`src/rtl/ram_bist_pkg.sv`:
```
// Shared types and helpers for the RAM march-test controller.
// The word function is width-agnostic; callers cast to their own data width.
package ram_bist_pkg;

  typedef enum logic [2:0] {
    StIdle,
    StWrBg,
    StRdUp,
    StWrInv,
    StRdDn,
    StDone
  } bist_state_e;

  // Cycles spent after the last read issue so the compare pipeline empties
  localparam int unsigned DrainCycles = 2;
  localparam int unsigned ReadLatency = 2;
  localparam int unsigned MaxWidth    = 64;

  // Background word for an address: pattern xor the zero-extended address
  function automatic logic [MaxWidth-1:0] word_fn(input logic [MaxWidth-1:0] pattern,
                                                  input logic [MaxWidth-1:0] addr);
    return pattern ^ addr;
  endfunction

  // Busy length of one complete run for a given address width
  function automatic int unsigned run_cycles(input int unsigned a_width);
    return 4 * (1 << a_width) + 2 * DrainCycles;
  endfunction

endpackage

```
`src/rtl/ram_bist_checker.sv`:
```
// Expected-data pipeline aligned to the RAM read latency, compare, first-fail capture
// and saturating mismatch counter.
module ram_bist_checker
  import ram_bist_pkg::*;
#(
  parameter int unsigned D_WIDTH   = 16,
  parameter int unsigned A_WIDTH   = 5,
  parameter int unsigned CNT_WIDTH = 8
) (
  input  logic                 clk_i,
  input  logic                 rst_i,
  input  logic                 clear_i,
  input  logic                 issue_valid_i,
  input  logic [A_WIDTH-1:0]   issue_addr_i,
  input  logic [D_WIDTH-1:0]   issue_exp_i,
  input  logic [D_WIDTH-1:0]   rdata_i,
  output logic                 fail_o,
  output logic [A_WIDTH-1:0]   fail_addr_o,
  output logic [D_WIDTH-1:0]   fail_expected_o,
  output logic [D_WIDTH-1:0]   fail_data_o,
  output logic [CNT_WIDTH-1:0] err_count_o
);

  // Stage 0 lines up with the address on the RAM read port, stage 1 with data_read
  logic [ReadLatency-1:0] valid_q;
  logic [A_WIDTH-1:0]     addr_q [ReadLatency];
  logic [D_WIDTH-1:0]     exp_q  [ReadLatency];

  logic                 fail_q;
  logic [A_WIDTH-1:0]   fail_addr_q;
  logic [D_WIDTH-1:0]   fail_expected_q;
  logic [D_WIDTH-1:0]   fail_data_q;
  logic [CNT_WIDTH-1:0] err_count_q;

  logic mismatch;
  assign mismatch = valid_q[1] && (rdata_i != exp_q[1]);

  always_ff @(posedge clk_i or posedge rst_i) begin
    if (rst_i) begin
      valid_q         <= '0;
      addr_q[0]       <= '0;
      addr_q[1]       <= '0;
      exp_q[0]        <= '0;
      exp_q[1]        <= '0;
      fail_q          <= 1'b0;
      fail_addr_q     <= '0;
      fail_expected_q <= '0;
      fail_data_q     <= '0;
      err_count_q     <= '0;
    end else begin
      valid_q   <= {valid_q[0], issue_valid_i};
      addr_q[0] <= issue_addr_i;
      addr_q[1] <= addr_q[0];
      exp_q[0]  <= issue_exp_i;
      exp_q[1]  <= exp_q[0];
      if (clear_i) begin
        fail_q          <= 1'b0;
        fail_addr_q     <= '0;
        fail_expected_q <= '0;
        fail_data_q     <= '0;
        err_count_q     <= '0;
      end else if (mismatch) begin
        if (err_count_q != '1) begin
          err_count_q <= err_count_q + 1'b1;
        end
        if (!fail_q) begin
          fail_q          <= 1'b1;
          fail_addr_q     <= addr_q[1];
          fail_expected_q <= exp_q[1];
          fail_data_q     <= rdata_i;
        end
      end
    end
  end

  assign fail_o          = fail_q;
  assign fail_addr_o     = fail_addr_q;
  assign fail_expected_o = fail_expected_q;
  assign fail_data_o     = fail_data_q;
  assign err_count_o     = err_count_q;

endmodule

```
`src/rtl/ram_bist_ctrl.sv`:
```
// March-test BIST initiator for the simple dual-port RAM: write background, read up,
// write inverse, read down; results reported through the checker.
module ram_bist_ctrl
  import ram_bist_pkg::*;
#(
  parameter int unsigned         D_WIDTH   = 16,
  parameter int unsigned         A_WIDTH   = 5,
  parameter logic [D_WIDTH-1:0]  PATTERN   = 16'hA5A5,
  parameter int unsigned         CNT_WIDTH = 8
) (
  input  logic                 CLK,
  input  logic                 RST,
  input  logic                 start,
  output logic                 busy,
  output logic                 done,
  output logic                 fail,
  output logic [A_WIDTH-1:0]   fail_addr,
  output logic [D_WIDTH-1:0]   fail_expected,
  output logic [D_WIDTH-1:0]   fail_data,
  output logic [CNT_WIDTH-1:0] err_count,
  output logic [A_WIDTH-1:0]   address_write,
  output logic [D_WIDTH-1:0]   data_write,
  output logic                 write_enable,
  output logic [A_WIDTH-1:0]   address_read,
  input  logic [D_WIDTH-1:0]   data_read
);

  localparam logic [A_WIDTH-1:0] LastAddr = '1;
  localparam logic [1:0]         LastDrain = 2'(DrainCycles);

  function automatic logic [D_WIDTH-1:0] w_of(input logic [A_WIDTH-1:0] a);
    return D_WIDTH'(word_fn(MaxWidth'(PATTERN), MaxWidth'(a)));
  endfunction

  bist_state_e        state_q, state_d;
  logic [A_WIDTH-1:0] cnt_q, cnt_d;
  logic [1:0]         drain_q, drain_d;
  logic               busy_q, busy_d;
  logic               done_q, done_d;
  logic               we_q, we_d;
  logic [A_WIDTH-1:0] aw_q, aw_d;
  logic [D_WIDTH-1:0] dw_q, dw_d;
  logic [A_WIDTH-1:0] ar_q, ar_d;

  // Issue info is produced for the cycle in which ar_d becomes visible on address_read
  logic               issue_valid_d;
  logic [D_WIDTH-1:0] issue_exp_d;
  logic               clear_d;

  logic [A_WIDTH-1:0] cnt_inc;
  logic [A_WIDTH-1:0] cnt_dec;
  assign cnt_inc = cnt_q + 1'b1;
  assign cnt_dec = cnt_q - 1'b1;

  always_comb begin
    state_d       = state_q;
    cnt_d         = cnt_q;
    drain_d       = drain_q;
    busy_d        = busy_q;
    done_d        = done_q;
    we_d          = 1'b0;
    aw_d          = aw_q;
    dw_d          = dw_q;
    ar_d          = ar_q;
    issue_valid_d = 1'b0;
    issue_exp_d   = '0;
    clear_d       = 1'b0;

    unique case (state_q)
      StIdle: begin
        if (start) begin
          state_d = StWrBg;
          cnt_d   = '0;
          drain_d = '0;
          busy_d  = 1'b1;
          done_d  = 1'b0;
          clear_d = 1'b1;
          we_d    = 1'b1;
          aw_d    = '0;
          dw_d    = w_of('0);
        end
      end

      StWrBg: begin
        if (cnt_q == LastAddr) begin
          state_d       = StRdUp;
          cnt_d         = '0;
          ar_d          = '0;
          issue_valid_d = 1'b1;
          issue_exp_d   = w_of('0);
        end else begin
          cnt_d = cnt_inc;
          we_d  = 1'b1;
          aw_d  = cnt_inc;
          dw_d  = w_of(cnt_inc);
        end
      end

      StRdUp: begin
        if (drain_q != '0) begin
          if (drain_q == LastDrain) begin
            state_d = StWrInv;
            drain_d = '0;
            cnt_d   = '0;
            we_d    = 1'b1;
            aw_d    = '0;
            dw_d    = ~w_of('0);
          end else begin
            drain_d = drain_q + 1'b1;
          end
        end else if (cnt_q == LastAddr) begin
          drain_d = 2'd1;
        end else begin
          cnt_d         = cnt_inc;
          ar_d          = cnt_inc;
          issue_valid_d = 1'b1;
          issue_exp_d   = w_of(cnt_inc);
        end
      end

      StWrInv: begin
        if (cnt_q == LastAddr) begin
          state_d       = StRdDn;
          cnt_d         = LastAddr;
          ar_d          = LastAddr;
          issue_valid_d = 1'b1;
          issue_exp_d   = ~w_of(LastAddr);
        end else begin
          cnt_d = cnt_inc;
          we_d  = 1'b1;
          aw_d  = cnt_inc;
          dw_d  = ~w_of(cnt_inc);
        end
      end

      StRdDn: begin
        if (drain_q != '0) begin
          if (drain_q == LastDrain) begin
            state_d = StDone;
            drain_d = '0;
            busy_d  = 1'b0;
            done_d  = 1'b1;
          end else begin
            drain_d = drain_q + 1'b1;
          end
        end else if (cnt_q == '0) begin
          drain_d = 2'd1;
        end else begin
          cnt_d         = cnt_dec;
          ar_d          = cnt_dec;
          issue_valid_d = 1'b1;
          issue_exp_d   = ~w_of(cnt_dec);
        end
      end

      StDone: begin
        state_d = StIdle;
      end

      default: begin
        state_d = StIdle;
        busy_d  = 1'b0;
      end
    endcase
  end

  always_ff @(posedge CLK or posedge RST) begin
    if (RST) begin
      state_q <= StIdle;
      cnt_q   <= '0;
      drain_q <= '0;
      busy_q  <= 1'b0;
      done_q  <= 1'b0;
      we_q    <= 1'b0;
      aw_q    <= '0;
      dw_q    <= '0;
      ar_q    <= '0;
    end else begin
      state_q <= state_d;
      cnt_q   <= cnt_d;
      drain_q <= drain_d;
      busy_q  <= busy_d;
      done_q  <= done_d;
      we_q    <= we_d;
      aw_q    <= aw_d;
      dw_q    <= dw_d;
      ar_q    <= ar_d;
    end
  end

  assign busy          = busy_q;
  assign done          = done_q;
  assign write_enable  = we_q;
  assign address_write = aw_q;
  assign data_write    = dw_q;
  assign address_read  = ar_q;

  ram_bist_checker #(
    .D_WIDTH   (D_WIDTH),
    .A_WIDTH   (A_WIDTH),
    .CNT_WIDTH (CNT_WIDTH)
  ) u_checker (
    .clk_i           (CLK),
    .rst_i           (RST),
    .clear_i         (clear_d),
    .issue_valid_i   (issue_valid_d),
    .issue_addr_i    (ar_d),
    .issue_exp_i     (issue_exp_d),
    .rdata_i         (data_read),
    .fail_o          (fail),
    .fail_addr_o     (fail_addr),
    .fail_expected_o (fail_expected),
    .fail_data_o     (fail_data),
    .err_count_o     (err_count)
  );

endmodule
```
`config.mk`:
```
export PLATFORM = sky130hd
export DESIGN_NAME = ram_bist_ctrl
export DESIGN_NICKNAME = d
export VERILOG_FILES = /design/src/rtl/ram_bist_pkg.sv /design/src/rtl/ram_bist_checker.sv /design/src/rtl/ram_bist_ctrl.sv
export SDC_FILE = /design/constraint.sdc
export NUM_CORES = 1
export LEC_CHECK = 0
export CORE_MARGIN = 3
export CORE_UTILIZATION = 40
export CTS_CLUSTER_SIZE = 8
export DETAILED_ROUTE_END_ITERATION = 8
export DONT_BUFFER_PORTS = 1
export PLACE_DENSITY = 0.56
export SYNTH_ARGS = -nofsm -noshare
export SYNTH_HDL_FRONTEND = slang
export SYNTH_SLANG_ARGS = --single-unit
```
`constraint.sdc`:
```
create_clock -name CLK -period 8 [get_ports CLK]
set_clock_uncertainty 0.2 [all_clocks]
set_input_delay 0.8 -clock CLK [delete_from_list [all_inputs] [get_ports CLK]]
set_output_delay 0.8 -clock CLK [all_outputs]
set_load 0.02 [all_outputs]
```
==> results.md <==
- Switching share of power: 0.443
- Avg WL per Cell: 17.2 um
- P_leak: 2.05 nW
- Synth Cell Area: 4510 um^2
- Design Area, Final: 4690 um^2
- Pwr dens: 438 nW/um^2
- Chip Width: 112 um
- Vias post-DR: 3184
- GRT overflow: 0
- Setup Buffers After CTS: 0
- Vias in the first global route: 3177
- WHS: 0.149 ns
- R2r setup slk: 5.07 ns
- Sequential cell area: 2200 um^2
- Post-Syn Instances: 476
- CP Max Fanout: 12
- Fin. max-slew vios: 0
- R2r startpoint: cnt_q[0]$_DFFE_PP0P_
- CP Capture Type: register
- Core Area: 10900 um^2
- Clock sink count: 88
- # diodes: 0
- Number of synthesized flops with an enable pin: 0
- Synth cell types: 62
- Commonest non-fill, non-tap cell in the layout: dfrtp_1
- Peak VDD IR: 0.233 mV
- Hold_buf cts: 0
- Total die area: 12600 um^2
- Syn Area/Cell: 9.47 um^2
- Synth async-reset ratio: 1.00
- Area of the multi-input gates: 1940 um^2
- Fillers: 1055
- Drt pass-1 iters: 4
- Yosys reg bits: 88
- # setup viols final: 0
- Num ports: 94
- GPL Wtd Cong: 0.920
- H-tree lvl count: 3
- Total chip power: 2.05 mW
- Total Routing Usage GR: 0.162
- Setup TNS: 0 ns
- Mapped Nets: 502
- Reg clk slew, reported paths: 0.06 ns
- Initial antenna violation count: 0
- Most frequent cells in the layout: dfrtp_1 (88), nand2_1 (70), nand3_1 (38)
- Minimum clock period: 2.93 ns
- RSZ-0062 raised after global routing: false
- Proportion of layout cells with a drive suffix above 1: 0.0799
- Hold path startpoint: u_checker.exp_q[16]$_DFF_PP0_
- YS warnings: 0
- Placed instance area: 4400 um^2
- Final Hold Violating Endpoints: 0
- Part of the power in the clock network: 0.204
- DRC Markers: 0
- Hold Path Depth: 0
- R2R Path End: u_checker.addr_q[8]$_DFFE_PP0P_
- Antenna Nets Post-Route: 0
- Top sig layer: met4
- Global-route wire length before repair: 16500 um
- Wl on met1: 4500 um
- Outcome: finished clean
- CTS tree: done
- Die Ht: 112 um
- Flop pwr share: 0.494
- Gates resized, CTS repair: 0
- Nets: 460
- Worst hold path type: register to register
- Sw Pwr: 0.908 mW
- Port Buffers: 0
- Layout area overhead: 3.97%
- Largest net degree at the start of global routing: 89
- Met3 WL: 746 um
- Critical path class: register to register
- Top FF cell, synth: dfrtp_1
- Internal power: 1.14 mW
- WL met2: 4490 um
- Post-DP HPWL: 6630 um
- Hold path endpoint: u_checker.exp_q[0]$_DFF_PP0_
- Achievable Freq: 0.341 GHz
- Relative slew margins: 0.258
- Routed vias/inst: 5.51
- R2r worst-path depth: 9
- CTS Buf Count: 9
- Arr. time, crit path: 2.96 ns
- Final period util: 0.367
- Root Driver: clkbuf_16
- Seq/Total Area, Yosys: 0.488
- Initial core utilization: 0.412
- Clock buffer depth: 2
- Row cnt: 38
- Initial DRC count: 195
- WL final: 9930 um
- Combinational share of power: 0.302
- Measured slew at the worst slew-check pin: 1.11 ns
- Required time worst endpoint: 8.02 ns
- Insertion delay to the later sink of the worst-skew pair: 0.34 ns
- # Max-Cap Violations: 0
- Critical path launch point type: register
==> stage by stage <==
stage,util,setup slack (ns),instances
after floorplan,-,4.72,476
after global placement,0.402,5.01,563
after detailed placement,0.402,5.01,563
after CTS,0.429,5.09,578
after global routing,0.429,4.80,578
final,0.429,5.07,578
==> layer usage <==
layer	up-vias	GRT usage
met5	-	0
met4	0	0.0777
met3	11	0.0474
met2	91	0.238
met1	1550	0.220
li1	1532	-
==> kinds of logic (layout without fill, tap and decap cells) <==
kind of cell             after synthesis  after routing  share of synthesized area
AND/OR/NAND/NOR                      173            173                      0.185
AO/OA/AOI/OAI                        103            103                      0.145
flip-flops                            88             88                      0.488
buffers and inverters                 71             33                     0.0863
XOR/XNOR                              21             21                     0.0408
multiplexers                          13             13                     0.0350
adder cells (fa/ha/maj)                7              7                     0.0194
==> worst max-delay path by stage <==
stage | cells past startpoint | from | slack, ns | to
2_1_floorplan | 1 | RST | 4.72 | address_write[0]$_DFFE_PP0P_
3_3_place_gp | 5 | data_read[7] | 5.01 | u_checker.err_count_o[3]$_DFFE_PP0P_
3_5_place_dp | 5 | data_read[14] | 5.01 | u_checker.err_count_o[6]$_DFFE_PP0P_
4_1_cts | 7 | cnt_q[0]$_DFFE_PP0P_ | 5.09 | data_write[13]$_DFFE_PP0P_
5_1_grt | 7 | cnt_q[0]$_DFFE_PP0P_ | 4.80 | data_write[13]$_DFFE_PP0P_
6_report | 9 | cnt_q[0]$_DFFE_PP0P_ | 5.07 | u_checker.addr_q[8]$_DFFE_PP0P_
==> power groups by stage <==
| stage | combinational (mW) | sequential, mW | clock [mW] |
|---|---|---|---|
| 6_report | 0.619 | 1.01 | 0.418 |
| 4_1_cts | 0.625 | 1.02 | 0.428 |
| 3_3_place_gp | 0.605 | 1.02 | 0 |
| 5_1_grt | 0.709 | 1.05 | 0.448 |
| 3_5_place_dp | 0.617 | 1.02 | 0 |
| 2_1_floorplan | 0.698 | 0.858 | 0 |
==> synth_stat cells, drive strengths merged, types with 7 or more instances <==
master | number | area, um^2
nand2b | 9 | 56.3
nand2 | 70 | 263
xor2 | 16 | 140
clkbuf | 12 | 45.0
inv | 15 | 56.3
o31ai | 9 | 67.6
buf | 44 | 288
mux2 | 7 | 97.6
ha | 7 | 87.6
dfrtp | 88 | 2200
nor2 | 21 | 78.8
nand3 | 40 | 205
o21ai | 49 | 245
a21oi | 10 | 50.1
==> registers in the layout, summed over array words and instances (netlist names) <==
name                       flops
u_checker.fail_data_o         16
u_checker.exp_q               14
u_checker.addr_q              10
u_checker.err_count_o          8
data_write                     7
u_checker.fail_expected_o      7
address_write                  5
cnt_q                          5
u_checker.fail_addr_o          5
state_q                        3
drain_q                        2
u_checker.valid_q              2
busy                           1
done                           1
u_checker.fail_o               1
write_enable                   1
==> area by class of cell <==
| class | instances | area share |
|---|---|---|
| flip-flops and latches | 88 | 0.470 |
| multi-input cells | 317 | 0.414 |
| clock buffers | 12 | 0.0526 |
| well taps | 140 | 0.0374 |
| inverters | 15 | 0.0123 |
| clock inverters | 3 | 0.00907 |
| repair buffers | 3 | 0.00480 |
==> worst max-delay path, stage by stage, from the launching register on <==
cell	delay (ns)
dfrtp_1	0.51
ha_1	0.37
nand3_1	0.14
inv_1	0.07
ha_1	0.26
nor3_1	0.33
a21oi_1	0.12
o21ai_1	0.14
and2_1	0.33
mux2_4	0.33
(Power assumes the default switching activity.)
